[src/rtl/mem_arbiter.sv]
// Single-port RAM arbiter between instruction fetch and the MEM stage.
// Define MEM_ARBITER_TIMEOUT_EN to enable the wait-state watchdog and err flag.
module mem_arbiter #(
  parameter int ADDR_W         = 32,
  parameter int DATA_W         = 32,
  parameter int TIMEOUT_CYCLES = 64
) (
  input  logic              clk,
  input  logic              rst,
  input  logic              if_req,
  input  logic [ADDR_W-1:0] if_addr,
  output logic [DATA_W-1:0] if_rdata,
  output logic              if_ack,
  input  logic              mem_re,
  input  logic              mem_we,
  input  logic [ADDR_W-1:0] mem_addr,
  input  logic [3:0]        mem_sel,
  input  logic [DATA_W-1:0] mem_wdata,
  output logic [DATA_W-1:0] mem_rdata,
  output logic              mem_ack,
  output logic              ram_re,
  output logic              ram_we,
  output logic [ADDR_W-1:0] ram_addr,
  output logic [3:0]        ram_sel,
  output logic [DATA_W-1:0] ram_wdata,
  input  logic [DATA_W-1:0] ram_rdata,
  input  logic              ram_ready,
  output logic              stall_req,
  output logic              err
);

  typedef enum logic [1:0] {
    IDLE,
    MEM_WAIT,
    IF_WAIT,
    ACK
  } state_t;

  state_t            state, state_n;
  logic              ram_re_n, ram_we_n;
  logic [ADDR_W-1:0] ram_addr_n;
  logic [3:0]        ram_sel_n;
  logic [DATA_W-1:0] ram_wdata_n;
  logic [DATA_W-1:0] if_rdata_n, mem_rdata_n;
  logic              if_ack_n, mem_ack_n, err_n;
  logic              waiting, timeout;

  assign waiting = (state == MEM_WAIT) || (state == IF_WAIT);

`ifdef MEM_ARBITER_TIMEOUT_EN
  localparam int CW = $clog2(TIMEOUT_CYCLES + 1);
  logic [CW-1:0] wdog, wdog_n;

  assign timeout = waiting && !ram_ready &&
                   (wdog == CW'(TIMEOUT_CYCLES - 1));

  // Counter sits at zero in IDLE, so it is clear on every WAIT entry
  always_comb begin
    wdog_n = wdog;
    if (state == IDLE)
      wdog_n = '0;
    else if (waiting && !ram_ready && !timeout)
      wdog_n = wdog + CW'(1);
  end

  always_ff @(posedge clk) begin
    if (rst) wdog <= '0;
    else     wdog <= wdog_n;
  end
`else
  assign timeout = 1'b0;
`endif

  always_comb begin
    state_n     = state;
    ram_re_n    = ram_re;
    ram_we_n    = ram_we;
    ram_addr_n  = ram_addr;
    ram_sel_n   = ram_sel;
    ram_wdata_n = ram_wdata;
    if_rdata_n  = if_rdata;
    mem_rdata_n = mem_rdata;
    if_ack_n    = 1'b0;
    mem_ack_n   = 1'b0;
    err_n       = err;
    unique case (state)
      IDLE: begin
        ram_re_n = 1'b0;
        ram_we_n = 1'b0;
        // MEM wins: it carries the older instruction
        if (mem_re || mem_we) begin
          ram_addr_n  = mem_addr;
          ram_sel_n   = mem_sel;
          ram_wdata_n = mem_wdata;
          ram_we_n    = mem_we;
          ram_re_n    = ~mem_we;
          state_n     = MEM_WAIT;
        end else if (if_req) begin
          ram_addr_n = if_addr;
          ram_sel_n  = 4'b1111;
          ram_re_n   = 1'b1;
          state_n    = IF_WAIT;
        end
      end
      MEM_WAIT, IF_WAIT: begin
        if (ram_ready || timeout) begin
          ram_re_n = 1'b0;
          ram_we_n = 1'b0;
          state_n  = ACK;
          err_n    = err | ~ram_ready;
          if (state == MEM_WAIT) begin
            mem_ack_n = 1'b1;
            if (!ram_ready)
              mem_rdata_n = '0;
            else if (ram_re)
              mem_rdata_n = ram_rdata;
          end else begin
            if_ack_n   = 1'b1;
            if_rdata_n = ram_ready ? ram_rdata : '0;
          end
        end
      end
      ACK: state_n = IDLE;
      default: state_n = IDLE;
    endcase
  end

  always_ff @(posedge clk) begin
    if (rst) begin
      state     <= IDLE;
      ram_re    <= 1'b0;
      ram_we    <= 1'b0;
      ram_addr  <= '0;
      ram_sel   <= 4'b0000;
      ram_wdata <= '0;
      if_rdata  <= '0;
      mem_rdata <= '0;
      if_ack    <= 1'b0;
      mem_ack   <= 1'b0;
      err       <= 1'b0;
    end else begin
      state     <= state_n;
      ram_re    <= ram_re_n;
      ram_we    <= ram_we_n;
      ram_addr  <= ram_addr_n;
      ram_sel   <= ram_sel_n;
      ram_wdata <= ram_wdata_n;
      if_rdata  <= if_rdata_n;
      mem_rdata <= mem_rdata_n;
      if_ack    <= if_ack_n;
      mem_ack   <= mem_ack_n;
      err       <= err_n;
    end
  end

  assign stall_req = ((mem_re | mem_we) & ~mem_ack) | (if_req & ~if_ack);

endmodule

[config.mk]
export PLATFORM = sky130hd
export DESIGN_NAME = mem_arbiter
export DESIGN_NICKNAME = d
export VERILOG_FILES = /design/src/rtl/mem_arbiter.sv
export SDC_FILE = /design/constraint.sdc
export NUM_CORES = 1
export LEC_CHECK = 0
export CORE_AREA = 5 5 166 120
export CTS_BUF_LIST = sky130_fd_sc_hd__clkbuf_8
export DETAILED_ROUTE_END_ITERATION = 12
export DIE_AREA = 0 0 171 125
export SYNTH_ARGS = -nofsm -noshare
export SYNTH_HDL_FRONTEND = slang
export SYNTH_SLANG_ARGS = --single-unit
[constraint.sdc]
create_clock -name clk -period 3.02 [get_ports clk]
set_input_delay 0.755 -clock clk [delete_from_list [all_inputs] [get_ports clk]]
set_output_delay 0.755 -clock clk [all_outputs]
set_load 0.03 [all_outputs]
==> impl_metrics.py, run 1 <==
metrics = {
    "synth": {
        "yosysWarnings": 0,
        "synthCells": 657,
        "ys_types": 30,
        "async_flop_share_pct": 0,
        "syn_area_mm2": 0.00533,
        "synth.top_cell.area_share_pct": 52.2,
        "synth_seq_cells": 139,
        "yosysMostFrequentCell": "nand2_1",
        "synth_fp_nets": 798,
        "synthTopCellsByCount": "nand2_1 (225), dfxtp_1 (139), a21oi_1 (99)",
        "yosys-top-cells-area": "dfxtp_1 (52%), nand2_1 (16%), a21oi_1 (9.3%)",
        "avgSynthCellArea_um2": 8.12,
        "yosysSeqAreaShare_pct": 52.2,
        "synth_top_cell_by_area": "dfxtp_1",
        "synthFlopType": "dfxtp_1",
        "synth_edf_count": 0,
    },
    "clock_tree": {
        "postCtsSetupRepairBufs": 0,
        "clkTransAtPathRegs_ps": 80,
        "clk_latency_ps": 450,
        "root_buffer": "clkbuf_8",
        "cts_buffers": 17,
        "clock_path_buffers": 2,
        "cts_max_level": 4,
        "clock_sinks": 139,
        "cts_tree": "built",
        "cts_resized": 0,
        "ctsHoldBuffers": 0,
    },
    "pwr": {
        "power_mw": 7.42,
        "power.density_mw_per_mm2": 854,
        "leakage_nw": 3.07,
        "ir_drop_v": 0.000393,
    },
    "floorplan": {
        "die-area_mm2": 0.0214,
        "core_area_mm2": 0.0183,
        "initial_core_util_pct": 29.1,
        "rows": 42,
        "num_io_pins": 276,
        "die_y_um": 125,
        "die_w_um": 171,
    },
    "placement": {
        "io_buffers": 275,
        "dp.final_hpwl_mm": 13.0,
        "gp_congestion": 0.761,
        "place_area_mm2": 0.00827,
    },
    "finish": {
        "area_growth_syn_to_layout_pct": 63.0,
        "fill_cells": 1814,
        "nets": 1049,
        "layout-drive-gt1-share_pct": 7.38,
        "diodes": 0,
        "final_area_mm2": 0.00869,
    },
    "worst_setup_path": {
        "slowest_stage": "clkdlybuf4s50_1",
        "setup.worst_path.end_class": "output pin",
        "critPathMaxFanout": 4,
        "max_stage_delay_ps": 560,
        "crit_chain": "clkdlybuf4s50_1 -> inv_1 -> o22ai_1 -> buf_12",
        "cp.arrival_ps": 1860,
        "setup.worst_path.start_class": "primary input",
        "rrSetupSlack_ps": 1240,
        "crit_type": "primary input to output pin",
        "cp.required_ps": 2260,
    },
    "hold_path": {
        "hold_class": "register to register",
    },
    "grt": {
        "grt_use_total_pct": 16.8,
        "antenna_found_initial": 0,
        "grt-ovfl-total": 0,
        "grt_pass1_wl_mm": 28.7,
        "grt_pass1_vias": 5211,
        "grt_max_degree": 69,
    },
    "sta": {
        "finalHoldViolCount": 0,
        "tightest_slew_ps": 467,
        "fmax_mhz": 382,
        "slew_headroom_pct": 68.9,
        "drv_slew": 0,
        "whs_ps": 456,
        "min_period_ps": 2620,
        "finalCritPeriodShare_pct": 86.7,
        "tns_ps": 0,
        "grt_setup_unrepaired": "no",
        "finalSetupViolCount": 0,
        "skew_ps": 16.6,
    },
    "detailed_routing": {
        "drt_wl_total_mm": 18.7,
        "remaining_drc_errors": 0,
        "vias": 5372,
        "wl_per_cell_um": 16.1,
        "drtAntennaViolNets": 0,
        "drt_first_pass_iters": 5,
        "drt-initial-drc-count": 349,
        "avgViaCountPerCell": 4.62,
    },
    "job": {
        "cap_violations": 0,
    },
    "outcome": {
        "status": "finished clean",
    },
}
==> worst max-delay path, delay by kind of cell <==
| kind | cells | cell delay, ps |
|---|---|---|
| buffers and inverters | 3 | 820 |
| AOI/OAI and AO/OA | 1 | 280 |
==> kinds of logic (layout without fill, tap and decap cells) <==
family	after synthesis	after routing	share of synthesized area, %
flops	139	139	52.2
simple gates	283	283	20.9
fa+ha+maj	3	3	0.704
buf+inv	58	322	4.97
compound gates	174	174	21.3
==> power breakdown <==
group	internal [mW]	switching, mW
sequential	2.25	0.213
combinational	1.32	1.99
clock	0.836	0.816
total	4.40	3.02
==> stage by stage <==
stage	cells	util [%]	worst slack, ps
final	1163	47.4	402
after detailed placement	1131	45.1	377
after global placement	1131	45.1	411
after floorplan	657	-	561
after CTS	1163	47.4	399
after global routing	1163	47.4	381
==> layer usage <==
metal	GRT usage, %	part of all wire, %
met5	0	0
met4	4.80	1.2
met3	8.08	12
met2	25.0	42
met1	21.8	44
==> registers in the layout (all words and copies together), names as in the netlist <==
register,cells
if_rdata,32
err,1
mem_ack,1
ram_sel,4
if_ack,1
ram_re,1
ram_wdata,32
ram_we,1
ram_addr,32
state,2
mem_rdata,32
==> layout make-up <==
cell class                 count  area (um2)  share of cell area [%]
timing repair buffer         287        2890                    33.2
sequential                   139        2780                    32.0
multi-input combinational    460        2290                    26.3
tap                          242         303                    3.48
clock buffer                  17         234                    2.69
clock inverter                15         188                    2.16
inverter                       3        11.3                   0.130
==> layout by cell type (no fill, tap or decap), types with 2 or more instances in the layout <==
master,count
a311oi_1,12
nor3_1,4
a21oi_1,99
clkinv_2,2
buf_4,10
o21ai_0,37
buf_12,4
nor2_1,42
clkbuf_8,17
nor3b_1,2
inv_1,4
inv_8,2
dfxtp_1,139
bufinv_16,3
nor2b_1,2
ha_1,3
nand2_1,225
clkinv_4,3
clkdlybuf4s50_1,273
a311oi_2,20
inv_6,4
nand3b_1,2
==> worst paths after layout <==
| path | start | to | depth (start not counted) |
|---|---|---|---|
| setup / recovery | if_req | stall_req | 4 |
| hold / removal | ram_wdata[9] | ram_wdata[9] | 2 |
| setup reg to reg | state[1] | ram_addr[10] | 6 |
| hold reg to reg | ram_wdata[9] | ram_wdata[9] | 2 |
No activity file was read; power rests on OpenSTA's default activity.
==> run 2: changes to the inputs <==
Settings changed: CORE_AREA 5 5 166 120 to 5 5 119 166, DIE_AREA 0 0 171 125 to 0 0 124 171.
==> impl_metrics.py, run 2 (synthesis results as in run 1) <==
metrics = {
    "pwr": {
        "switchingPower_mw": 2.97,
        "power_frac_clock_pct": 21.6,
        "p_comb_share_pct": 45.4,
        "ir_drop_v": 0.000364,
        "power.density_mw_per_mm2": 848,
        "intPower_mw": 4.43,
        "leakage_nw": 3.07,
        "swShare_pct": 40.1,
        "pwr-share-seq_pct": 33.0,
    },
    "sta": {
        "skew_ps": 9.11,
        "tightest_slew_ps": 543,
        "tns_ps": 0,
        "finalSetupViolCount": 0,
        "finalCritPeriodShare_pct": 96.9,
        "slew_headroom_pct": 63.8,
        "min_period_ps": 2930,
        "drv_slew": 0,
        "fmax_mhz": 342,
        "finalHoldViolCount": 0,
        "grt_setup_unrepaired": "no",
    },
    "floorplan": {
        "die_w_um": 124,
        "rows": 59,
        "initial_core_util_pct": 29.3,
        "core_area_mm2": 0.0182,
        "die_y_um": 171,
        "num_io_pins": 276,
        "die-area_mm2": 0.0212,
    },
    "worst_setup_path": {
        "crit_chain": "clkdlybuf4s50_1 -> nor2_4 -> o22ai_1 -> clkdlybuf4s50_1",
        "max_stage_delay_ps": 690,
        "cp.arrival_ps": 2170,
        "setup.worst_path.start_class": "primary input",
        "setup.worst_path.end_class": "output pin",
        "cp.required_ps": 2260,
        "critPathMaxFanout": 2,
        "critical_path.top_delay_family": "buffers and inverters",
        "reg2reg_to": "ram_addr[7]",
        "r2r_start": "state[1]",
        "rr_worst_depth": 6,
        "crit_type": "primary input to output pin",
        "rrSetupSlack_ps": 1280,
        "slowest_stage": "clkdlybuf4s50_1",
        "crit_top_cell": "clkdlybuf4s50_1",
        "cp_num_buf_inv": 2,
    },
    "placement": {
        "dp_cells": 1139,
        "dp.final_hpwl_mm": 13.3,
        "io_buffers": 275,
        "gp_congestion": 0.782,
    },
    "clock_tree": {
        "clk_latency_ps": 440,
        "cts_resized": 0,
        "clkTransAtPathRegs_ps": 80,
        "cts_max_level": 4,
        "postCtsSetupRepairBufs": 0,
        "clock_sinks": 139,
        "cts_tree": "built",
        "ctsHoldBuffers": 0,
        "cts_buffers": 17,
        "clock_path_buffers": 2,
        "root_buffer": "clkbuf_8",
    },
    "finish": {
        "layout-drive-gt1-share_pct": 7.87,
        "area_growth_syn_to_layout_pct": 63.7,
        "layout_common_cells": "clkdlybuf4s50_1 (274), nand2_1 (225), dfxtp_1 (139)",
        "layout_commonest_cell": "clkdlybuf4s50_1",
        "nets": 1055,
        "fin_cells": 1172,
        "fill_cells": 1803,
    },
    "detailed_routing": {
        "remaining_drc_errors": 0,
        "wl_per_cell_um": 16.0,
        "drtAntennaViolNets": 0,
        "drt_wl_total_mm": 18.7,
        "drt-initial-drc-count": 257,
        "vias": 5397,
        "avgViaCountPerCell": 4.60,
        "drt_first_pass_iters": 4,
    },
    "hold_path": {
        "whs_endpoint": "ram_wdata[2]",
        "hold_class": "register to register",
        "worstHoldPathCells": 2,
        "min-delay-start": "ram_wdata[2]",
    },
    "outcome": {
        "status": "finished clean",
    },
    "grt": {
        "antenna_found_initial": 1,
        "grt_pass1_vias": 5199,
        "grt_pass1_wl_mm": 28.1,
        "grt-ovfl-total": 0,
        "grt_max_degree": 56,
        "grt_use_total_pct": 17.1,
    },
    "job": {
        "cap_violations": 0,
    },
}
## run 2: changes by cell type in the layout (fill, tap and decap cells not counted), sizes merged
cell / previous run / this run
diode: 0 / 1
clkdlybuf4s50: 273 / 274
clkbuf: 17 / 18
clkinvlp: 0 / 3
inv: 10 / 6
buf: 14 / 19
## run 2: layout make-up
class                   instances  area, um2  share of cell area (%)
diodes                          1       2.50                  0.0287
clock buffers                  18        248                    2.84
clock inverters                14        170                    1.95
inverters                       3       11.3                   0.129
multi-input cells             460       2290                    26.2
flip-flops and latches        139       2780                    31.9
well taps                     244        305                    3.50
repair buffers                293       2920                    33.5
## run 2: metal layers
layer / wire (um) / global-route usage [%] / vias up
met3: 1490 / 5.65 / 26
met2: 9570 / 29.5 / 182
met1: 7270 / 19.3 / 2482
li1: - / - / 2707
met5: 0 / 0 / -
met4: 396 / 7.05 / 0
## run 2: per-stage QoR
stage / total power, mW / setup WS, ps / utilization (%) / instance area, um2 / hold WS, ps
final: 7.40 / 94.3 / 47.9 / 8730 / 454
after global routing: 7.86 / 46.5 / 47.9 / 8730 / 470
after CTS: 7.52 / 87.0 / 47.9 / 8730 / 457
after detailed placement: 5.88 / 88.9 / 45.6 / 8310 / 446
after global placement: 5.86 / 82.3 / 45.6 / 8310 / 441
after floorplan: 4.55 / 561 / - / 5330 / 484
## run 2: tightest hold or removal path, cell delays in order (launching register included)
cell,delay (ps)
dfxtp_1,310
nand2_1,50
a21oi_1,50
## run 2: power by group through the flow
stage | Sequential [mW] | Clock, mW | Combinational (mW)
after floorplan | 3.26 | 0 | 1.30
after global placement | 2.48 | 0 | 3.38
after detailed placement | 2.49 | 0 | 3.39
after CTS | 2.45 | 1.67 | 3.40
after global routing | 2.49 | 1.74 | 3.64
final | 2.44 | 1.60 | 3.36
## run 2: how the worst max path moves through the flow
| stage | startpoint | end | cells after the start |
|---|---|---|---|
| final | mem_we | stall_req | 4 |
| after global routing | mem_we | stall_req | 4 |
| after CTS | mem_we | stall_req | 4 |
| after detailed placement | mem_we | stall_req | 4 |
| after global placement | mem_we | stall_req | 4 |
| after floorplan | mem_we | stall_req | 4 |
==> run 3: changes to the inputs <==
Clock period 3.02 ns to 3.5 ns, I/O delays scaled along.
==> impl_metrics.py, run 3 (synthesis results as in run 1) <==
metrics = {
    "outcome": {
        "status": "finished clean",
    },
    "pwr": {
        "intPower_mw": 3.79,
        "leakage_nw": 3.06,
        "pwr-share-seq_pct": 33.1,
        "swShare_pct": 40.5,
        "switchingPower_mw": 2.58,
        "p_comb_share_pct": 45.8,
        "power_mw": 6.36,
        "ir_drop_v": 0.000310,
        "power_frac_clock_pct": 21.1,
        "power.density_mw_per_mm2": 730,
    },
    "detailed_routing": {
        "wl_per_cell_um": 16.2,
        "remaining_drc_errors": 0,
        "drt_first_pass_iters": 4,
        "avgViaCountPerCell": 4.58,
        "drtAntennaViolNets": 0,
        "drt-initial-drc-count": 222,
        "drt_wl_total_mm": 18.9,
        "vias": 5345,
    },
    "grt": {
        "grt_use_total_pct": 17.6,
        "grt_pass1_vias": 5256,
        "grt-ovfl-total": 0,
        "grt_max_degree": 58,
        "antenna_found_initial": 0,
        "grt_pass1_wl_mm": 28.9,
    },
    "worst_setup_path": {
        "cp.arrival_ps": 2360,
        "r2r_start": "state[0]",
        "setup.worst_path.start_class": "primary input",
        "setup.worst_path.end_class": "output pin",
        "crit_type": "primary input to output pin",
        "critPathLaunch": "if_req",
        "critPathMaxFanout": 4,
        "cp.required_ps": 2620,
    },
    "finish": {
        "diodes": 0,
        "area_growth_syn_to_layout_pct": 63.4,
        "layout_commonest_cell": "clkdlybuf4s50_1",
        "fill_cells": 1873,
        "layout-drive-gt1-share_pct": 7.58,
        "final_area_mm2": 0.00871,
        "nets": 1052,
        "layout_common_cells": "clkdlybuf4s50_1 (274), nand2_1 (225), dfxtp_1 (139)",
        "fin_util_pct": 47.8,
        "fin_cells": 1168,
    },
    "sta": {
        "finalCritPeriodShare_pct": 92.3,
        "fmax_mhz": 310,
        "fin_ws_ps": 269,
        "finalSetupViolCount": 0,
        "skew_ps": 17.3,
        "finalHoldViolCount": 0,
        "drv_slew": 0,
        "grt_setup_unrepaired": "no",
        "whs_ps": 454,
        "min_period_ps": 3230,
        "slew_headroom_pct": 52.9,
        "tns_ps": 0,
        "tightest_slew_ps": 704,
    },
    "placement": {
        "place_ws_ps": 268,
        "dp.final_hpwl_mm": 13.3,
        "gp_congestion": 0.760,
        "dp_cells": 1136,
        "io_buffers": 275,
        "place_area_mm2": 0.00831,
    },
    "clock_tree": {
        "clock_path_buffers": 2,
        "cts_tree": "built",
        "cts_max_level": 4,
        "clkTransAtPathRegs_ps": 80,
        "cts_resized": 0,
        "postCtsSetupRepairBufs": 0,
        "ctsHoldBuffers": 0,
        "clock_sinks": 139,
        "root_buffer": "clkbuf_8",
        "cts_buffers": 17,
        "clk_latency_ps": 450,
    },
    "floorplan": {
        "initial_core_util_pct": 29.3,
        "die_w_um": 124,
        "die_y_um": 171,
        "die-area_mm2": 0.0212,
        "core_area_mm2": 0.0182,
        "rows": 59,
        "num_io_pins": 276,
    },
    "job": {
        "cap_violations": 0,
    },
    "hold_path": {
        "hold_class": "register to register",
        "min-delay-start": "if_rdata[15]",
    },
}
run 3: cell type report:
class	instances	area [um2]	share of cell area, %
repair buffers	290	2930	33.6
flip-flops and latches	139	2780	31.9
multi-input cells	460	2290	26.2
well taps	244	305	3.50
clock buffers	19	262	3.00
clock inverters	13	140	1.61
inverters	3	11.3	0.129
run 3: final timing paths:
path	end	slack, ps	depth (start not counted)
hold / removal	if_rdata[15]	450	2
hold reg to reg	if_rdata[15]	450	2
setup reg to reg	if_rdata[31]	1590	6
setup / recovery	stall_req	270	4
run 3: critical path, cell delays in order:
cell             delay, ps
clkdlybuf4s50_1        560
inv_1                   60
o22ai_1                170
clkdlybuf4s50_1        690
run 3: metal layers:
metal,track usage (%),vias to the layer above,part of all wire (%)
li1,-,2701,-
met1,20.2,2433,40
met2,30.1,183,50
met3,5.49,28,7.2
met4,6.96,0,2.6
met5,0,-,0
run 3: power by group through the flow:
stage          Sequential, mW  Clock (mW)  Combinational, mW
4_1_cts                  2.11        1.39               2.96
5_1_grt                  2.15        1.47               3.15
6_report                 2.11        1.34               2.92
2_1_floorplan            2.81           0               1.12
3_5_place_dp             2.15           0               2.95
3_3_place_gp             2.13           0               2.94
